`src/rtl/alu_exec_stage_if.sv`:
```
// ---------------------------------------------------------------------------
// alu_exec_stage_if
//   Bundles both handshakes of the execute-stage ALU: the request side
//   (operation + operands from the ALU control decoder) and the response side
//   (head entry of the 2-deep output buffer going to memory/writeback).
//   Ports (all owned by the interface):
//     in_valid/in_ready            request handshake
//     operation[3:0]               op code from the decoder
//     operand_a/operand_b[WIDTH]   rs and rt/immediate operands
//     out_valid/out_ready          response handshake
//     result[WIDTH], zero, overflow, illegal   head entry fields
//     op_count[15:0]               outputs delivered, wraps mod 2^16
//   Modports: master = producer/consumer environment, slave = the stage.
// ---------------------------------------------------------------------------
interface alu_exec_stage_if #(
    parameter int WIDTH = 32
);
    logic             in_valid;
    logic             in_ready;
    logic [3:0]       operation;
    logic [WIDTH-1:0] operand_a;
    logic [WIDTH-1:0] operand_b;
    logic             out_valid;
    logic             out_ready;
    logic [WIDTH-1:0] result;
    logic             zero;
    logic             overflow;
    logic             illegal;
    logic [15:0]      op_count;

    modport master (
        output in_valid, operation, operand_a, operand_b, out_ready,
        input  in_ready, out_valid, result, zero, overflow, illegal, op_count
    );

    modport slave (
        input  in_valid, operation, operand_a, operand_b, out_ready,
        output in_ready, out_valid, result, zero, overflow, illegal, op_count
    );
endinterface

```
`src/rtl/alu_exec_stage.sv`:
```
// ---------------------------------------------------------------------------
// alu_exec_stage
//   Execute-stage ALU. Each accepted request is evaluated combinationally and
//   written into a 2-entry FIFO; the FIFO head drives the response side, so a
//   stalled consumer never back-pressures the decoder until both slots fill.
//   Ports:
//     clk    rising-edge clock
//     reset  synchronous, active-high; clears buffer, pointers and op_count
//     bus    alu_exec_stage_if.slave (request/response handshakes, see there)
//   Op codes: 0000 AND, 0001 OR, 0010 ADD, 0110 SUB, 0111 SLT, 1000 NOP.
//   NOP completes the request handshake but produces no buffer entry; any
//   other unlisted code produces an entry flagged illegal with result 0.
// ---------------------------------------------------------------------------
module alu_exec_stage #(
    parameter int WIDTH = 32
) (
    input  logic              clk,
    input  logic              reset,
    alu_exec_stage_if.slave   bus
);
    localparam logic [3:0] OP_AND = 4'b0000;
    localparam logic [3:0] OP_OR  = 4'b0001;
    localparam logic [3:0] OP_ADD = 4'b0010;
    localparam logic [3:0] OP_SUB = 4'b0110;
    localparam logic [3:0] OP_SLT = 4'b0111;
    localparam logic [3:0] OP_NOP = 4'b1000;

    // Entry layout: {illegal, overflow, zero, result}
    localparam int EW = WIDTH + 3;

    logic [EW-1:0]    entry_r [0:1];
    logic             headPtr_r;
    logic             tailPtr_r;
    logic [1:0]       count_r;
    logic [15:0]      opCount_r;

    logic [WIDTH-1:0] sum_s;
    logic [WIDTH-1:0] diff_s;
    logic [WIDTH-1:0] aluResult_s;
    logic             aluOvf_s;
    logic             aluIll_s;
    logic             isNop_s;
    logic [EW-1:0]    aluEntry_s;
    logic [EW-1:0]    headEntry_s;
    logic             accept_s;
    logic             push_s;
    logic             pop_s;

    assign sum_s  = bus.operand_a + bus.operand_b;
    assign diff_s = bus.operand_a - bus.operand_b;

    // Operation decode and evaluation for the request currently offered
    always_comb begin
        aluResult_s = {WIDTH{1'b0}};
        aluOvf_s    = 1'b0;
        aluIll_s    = 1'b0;
        isNop_s     = 1'b0;
        case (bus.operation)
            OP_AND: aluResult_s = bus.operand_a & bus.operand_b;
            OP_OR:  aluResult_s = bus.operand_a | bus.operand_b;
            OP_ADD: begin
                aluResult_s = sum_s;
                // Operands agree in sign but the sum does not
                aluOvf_s = (bus.operand_a[WIDTH-1] == bus.operand_b[WIDTH-1]) &&
                           (sum_s[WIDTH-1] != bus.operand_a[WIDTH-1]);
            end
            OP_SUB: begin
                aluResult_s = diff_s;
                // Operands differ in sign and the difference took b's sign
                aluOvf_s = (bus.operand_a[WIDTH-1] != bus.operand_b[WIDTH-1]) &&
                           (diff_s[WIDTH-1] != bus.operand_a[WIDTH-1]);
            end
            OP_SLT: aluResult_s = {{(WIDTH-1){1'b0}},
                                   ($signed(bus.operand_a) < $signed(bus.operand_b))};
            OP_NOP: isNop_s = 1'b1;
            default: aluIll_s = 1'b1;
        endcase
    end

    assign aluEntry_s = {aluIll_s, aluOvf_s, (aluResult_s == {WIDTH{1'b0}}), aluResult_s};

    // in_ready looks only at registered occupancy so it never combinationally
    // follows out_ready; a full buffer refuses input even while draining.
    assign bus.in_ready  = (count_r != 2'd2);
    assign bus.out_valid = (count_r != 2'd0);

    assign accept_s = bus.in_valid & bus.in_ready;
    assign push_s   = accept_s & ~isNop_s;
    assign pop_s    = bus.out_valid & bus.out_ready;

    // Empty buffer presents all-zero fields rather than a stale slot
    always_comb begin
        if (bus.out_valid) begin
            headEntry_s = entry_r[headPtr_r];
        end else begin
            headEntry_s = {EW{1'b0}};
        end
    end

    assign bus.result   = headEntry_s[WIDTH-1:0];
    assign bus.zero     = headEntry_s[WIDTH];
    assign bus.overflow = headEntry_s[WIDTH+1];
    assign bus.illegal  = headEntry_s[WIDTH+2];
    assign bus.op_count = opCount_r;

    // FIFO storage, pointers, occupancy and delivered-output counter
    always_ff @(posedge clk) begin
        if (reset) begin
            entry_r[0] <= {EW{1'b0}};
            entry_r[1] <= {EW{1'b0}};
            headPtr_r  <= 1'b0;
            tailPtr_r  <= 1'b0;
            count_r    <= 2'd0;
            opCount_r  <= 16'd0;
        end else begin
            if (push_s) begin
                entry_r[tailPtr_r] <= aluEntry_s;
                tailPtr_r          <= tailPtr_r + 1'b1;
            end
            if (pop_s) begin
                headPtr_r <= headPtr_r + 1'b1;
                opCount_r <= opCount_r + 16'd1;
            end
            case ({push_s, pop_s})
                2'b10:   count_r <= count_r + 2'd1;
                2'b01:   count_r <= count_r - 2'd1;
                default: count_r <= count_r;
            endcase
        end
    end
endmodule
```
`src/flat_wrapper.sv`:
```
// flat-port wrapper written by rule: the top's interface ports become plain ports
module alu_exec_stage_flat 
#(
    parameter int WIDTH = 32
)
  (clk, reset, bus_in_valid, bus_operation, bus_operand_a, bus_operand_b, bus_out_ready, bus_in_ready, bus_out_valid, bus_result, bus_zero, bus_overflow, bus_illegal, bus_op_count);
  alu_exec_stage_if #(.WIDTH(WIDTH)) bus_i ();
  input  logic clk;
  input  logic reset;
  input wire logic [$bits(bus_i.in_valid)-1:0] bus_in_valid;
  input wire logic [$bits(bus_i.operation)-1:0] bus_operation;
  input wire logic [$bits(bus_i.operand_a)-1:0] bus_operand_a;
  input wire logic [$bits(bus_i.operand_b)-1:0] bus_operand_b;
  input wire logic [$bits(bus_i.out_ready)-1:0] bus_out_ready;
  output wire logic [$bits(bus_i.in_ready)-1:0] bus_in_ready;
  output wire logic [$bits(bus_i.out_valid)-1:0] bus_out_valid;
  output wire logic [$bits(bus_i.result)-1:0] bus_result;
  output wire logic [$bits(bus_i.zero)-1:0] bus_zero;
  output wire logic [$bits(bus_i.overflow)-1:0] bus_overflow;
  output wire logic [$bits(bus_i.illegal)-1:0] bus_illegal;
  output wire logic [$bits(bus_i.op_count)-1:0] bus_op_count;
  assign bus_i.in_valid = bus_in_valid;
  assign bus_i.operation = bus_operation;
  assign bus_i.operand_a = bus_operand_a;
  assign bus_i.operand_b = bus_operand_b;
  assign bus_i.out_ready = bus_out_ready;
  assign bus_in_ready = bus_i.in_ready;
  assign bus_out_valid = bus_i.out_valid;
  assign bus_result = bus_i.result;
  assign bus_zero = bus_i.zero;
  assign bus_overflow = bus_i.overflow;
  assign bus_illegal = bus_i.illegal;
  assign bus_op_count = bus_i.op_count;
  alu_exec_stage #(.WIDTH(WIDTH)) u_core (.clk(clk), .reset(reset), .bus(bus_i));
endmodule
```
`config.mk`:
```
export PLATFORM = sky130hd
export DESIGN_NAME = alu_exec_stage_flat
export DESIGN_NICKNAME = d
export VERILOG_FILES = /design/src/rtl/alu_exec_stage_if.sv /design/src/rtl/alu_exec_stage.sv /design/src/flat_wrapper.sv
export SDC_FILE = /design/constraint.sdc
export NUM_CORES = 1
export LEC_CHECK = 0
export ABC_AREA = 1
export CAP_MARGIN = 20
export CORE_MARGIN = 4
export CORE_UTILIZATION = 55
export CTS_CLUSTER_SIZE = 10
export DETAILED_ROUTE_END_ITERATION = 10
export GPL_TIMING_DRIVEN = 0
export PLACE_DENSITY = 0.89
export RECOVER_POWER = 50
export SLEW_MARGIN = 40
export SYNTH_ARGS = -nofsm -noshare
export SYNTH_HDL_FRONTEND = slang
export SYNTH_SLANG_ARGS = --single-unit
```
`constraint.sdc`:
```
create_clock -name clk -period 3.35 [get_ports clk]
set_input_delay 0.67 -clock clk [delete_from_list [all_inputs] [get_ports clk]]
set_output_delay 0.67 -clock clk [all_outputs]
set_load 0.02 [all_outputs]
```
==> results.yml <==
status:
  status: "finished clean"
timing:
  drv_slew: 0
  period_needed_ns: 3.26
  tightest_slew_ns: 0.613
  slew-limit-headroom_pct: 59.0
  max_freq_mhz: 307
  post-route-period-util_pct: 97.3
  hold_ws_ns: 0.489
  fin_skew_ns: 0.00713
  hold_viol: 0
  finalSetupViolations: 0
  tns_ns: 0
  layout_setup_ws_ns: 0.0896
worst_setup_path:
  worst-setup-path-type: "in -> reg"
  reg2reg_slack_ns: 0.56
  rr_worst_depth: 12
  arrival_ns: 3.46
  critPathLaunchType: "input pin"
  crit_required_ns: 3.55
  rr_startpoint: "u_core.count_r[0]"
  path_max_fanout: 10
  endpoint_kind: "flop"
  reg2reg_to: "u_core.bus.op_count[14]"
synthesis:
  synth_seq_cells: 91
  synth_ff_type: "edfxtp_1"
  synth.yosys.seq_area_share_pct: 23.7
  syn_area_sq_mm: 0.0107
  synth_top_area_share_pct: 20.4
  synth_largest_area_cell: "nand2_1"
  avgSynthCellArea_sq_um: 5.93
  syn_inst: 1798
  synth_area_leaders: "nand2_1 20%, edfxtp_1 20%, inv_1 14%"
  synth-warning-count: 0
  synthArstFlopShare_pct: 0
  synth_cell_types: 41
  synthesis.nets: 1973
  synth_edf_count: 70
hold_path:
  hp-class: "reg -> reg"
  worstHoldStart: "u_core.headPtr_r"
  whs_endpoint: "u_core.headPtr_r"
  holdPathStages: 1
routing:
  wl_per_cell_um: 16.7
  vias_per_cell: 5.38
  first_pass_iters: 5
  antenna_left: 0
  drc_errors: 0
  routed-via-count: 11900
  drt_wl_total_um: 37100
  drt_iter0_markers: 960
layout:
  nNetsFinal: 2128
  layout_commonest_cell: "nand2_1"
  utilization_pct: 70.4
  fillers: 1650
  insertedDiodeCount: 0
  final_cell_mix: "547 x nand2_1, 381 x inv_1, 137 x nor2_1"
  area_delta_synth_final_pct: 24.9
  drive_above_1_share_pct: 11.1
  multi_input_area_sq_mm: 0.00688
  seq_area_sq_mm: 0.00252
clock_network:
  htreeDepth: 3
  clkSlewWorstSetupHoldPaths_ns: 0.06
  clockRootBuffer: "clkbuf_16"
  hold_buffers: 0
  clock_latency_ns: 0.34
  cts_sinks: 91
  cts_buffer_depth: 2
  cts_tree: "built"
  cts_buffers: 9
global_routing:
  antenna_found_initial: 0
  grt_pass1_vias: 11100
  grt_pass1_wl_um: 56400
  met2_usage_pct: 57.2
  grt_max_degree: 21
  grt_use_total_pct: 32.5
  busiest_layer: "met2"
  grt.met1_usage_pct: 41.8
  met3_usage_pct: 2.59
  grt-ovfl-total: 0
place:
  port_buffers: 123
  pre_cts_ws_ns: -0.710
  place_congestion: 0.997
  dp_hpwl_um: 29500
pwr:
  p_per_area_mw_per_mm2: 339
  power.leakage_nw: 7.16
  pwr-share-seq_pct: 30.1
  comb_power_share_pct: 46.5
  peakVddDrop_mv: 0.300
  p_sw_share_pct: 40.3
  power.internal_mw: 2.69
  p_clk_share_pct: 23.4
  switchingPower_mw: 1.82
floorplanning:
  std_cell_rows: 50
  die_w_um: 147
  io_pins: 125
  initial_utilization_pct: 56.4
  coreArea_sq_mm: 0.0189
  fp.dieArea_sq_mm: 0.0217
  die_h_um: 147
flow_run:
  drv_cap: 0
==> registers in the layout, summed over array words and instances (netlist names), named ones only <==
signal / cells
u_core.entry_r: 70
u_core.count_r: 2
u_core.tailPtr_r: 1
u_core.bus.op_count: 16
u_core.headPtr_r: 1
==> power groups by stage <==
stage               clock, mW  sequential [mW]  combinational (mW)
finish                   1.06             1.36                2.10
detailed placement          0             1.37                1.91
global route             1.10             1.37                2.28
CTS                      1.05             1.35                1.96
global placement            0             1.37                1.85
floorplan                   0             1.37                1.18
==> worst max path at each step <==
stage | from | endpoint | slack [ns]
finish | bus_operation[2] | u_core.entry_r[0][32] | 0.09
global route | bus_operand_a[17] | u_core.entry_r[0][32] | -0.04
CTS | bus_operand_a[0] | u_core.entry_r[0][32] | 0.0008
detailed placement | bus_operand_a[0] | u_core.entry_r[0][32] | -0.71
global placement | bus_operation[1] | u_core.entry_r[0][8] | -0.86
floorplan | bus_operation[1] | u_core.entry_r[0][0] | 0.61
==> worst max-delay path: stages <==
cell	delay, ns
clkdlybuf4s50_1	0.61
nor2_1	0.17
nand2_1	0.19
buf_2	0.33
buf_2	0.37
o22ai_1	0.18
nand3b_1	0.26
nor2_1	0.12
nand4_1	0.17
nor2_1	0.14
nand3_1	0.12
nor2_1	0.11
==> through the flow <==
stage	total power, mW	area, sq um	instances
finish	4.51	13300	2217
detailed placement	3.28	12300	2183
floorplan	2.55	10700	1798
CTS	4.35	12700	2204
global placement	3.22	12200	2181
global route	4.75	13300	2217
==> logic make-up after synthesis <==
| family | Yosys count | synth area share, % |
|---|---|---|
| and+or+nand+nor | 980 | 38.6 |
| buffers and inverters | 444 | 16.3 |
| AOI/OAI and AO/OA | 175 | 8.86 |
| adders and majority gates | 103 | 12.2 |
| DFF | 91 | 23.7 |
| xor gates and xnor gates | 5 | 0.411 |
==> layout make-up <==
| class | count | share of cell area [%] |
|---|---|---|
| tap | 260 | 2.44 |
| multi-input combinational | 1263 | 51.7 |
| clock inverter | 4 | 0.574 |
| sequential | 91 | 19.0 |
| clock buffer | 11 | 1.75 |
| inverter | 393 | 11.1 |
| timing repair buffer | 145 | 11.1 |
| buffer | 50 | 2.36 |
==> synthesized netlist by cell type (2+ instances only) <==
cell	count
nand2_2	5
ha_1	101
clkinv_1	3
inv_2	3
nand2_1	578
buf_4	2
o21ai_0	36
and3_1	3
o22ai_1	24
nor2_2	11
edfxtp_1	70
a21oi_1	100
o21bai_1	9
and2_1	4
dfxtp_1	21
nand3_2	2
nand4_1	18
inv_1	387
buf_1	3
buf_6	4
xor2_1	5
nor2_1	180
nand3b_1	12
a21oi_2	2
buf_2	23
nor3_1	11
nor4_1	2
clkbuf_1	19
nand3_1	144
nor2_4	4
fa_1	2
==> layer usage <==
metal | routed length, um | vias up
met5 | 0 | -
li1 | - | 5837
met4 | 1460 | 0
met1 | 15400 | 5420
met2 | 17800 | 573
met3 | 2460 | 93
==> what timing repair did <==
item                       CTS  global route
cloned                       0             0
setup endpoints to repair    6            63
gates resized for setup     31           178
pin swaps                    7            35
buffers inserted             6            14
No activity file was read; power rests on OpenSTA's default activity.
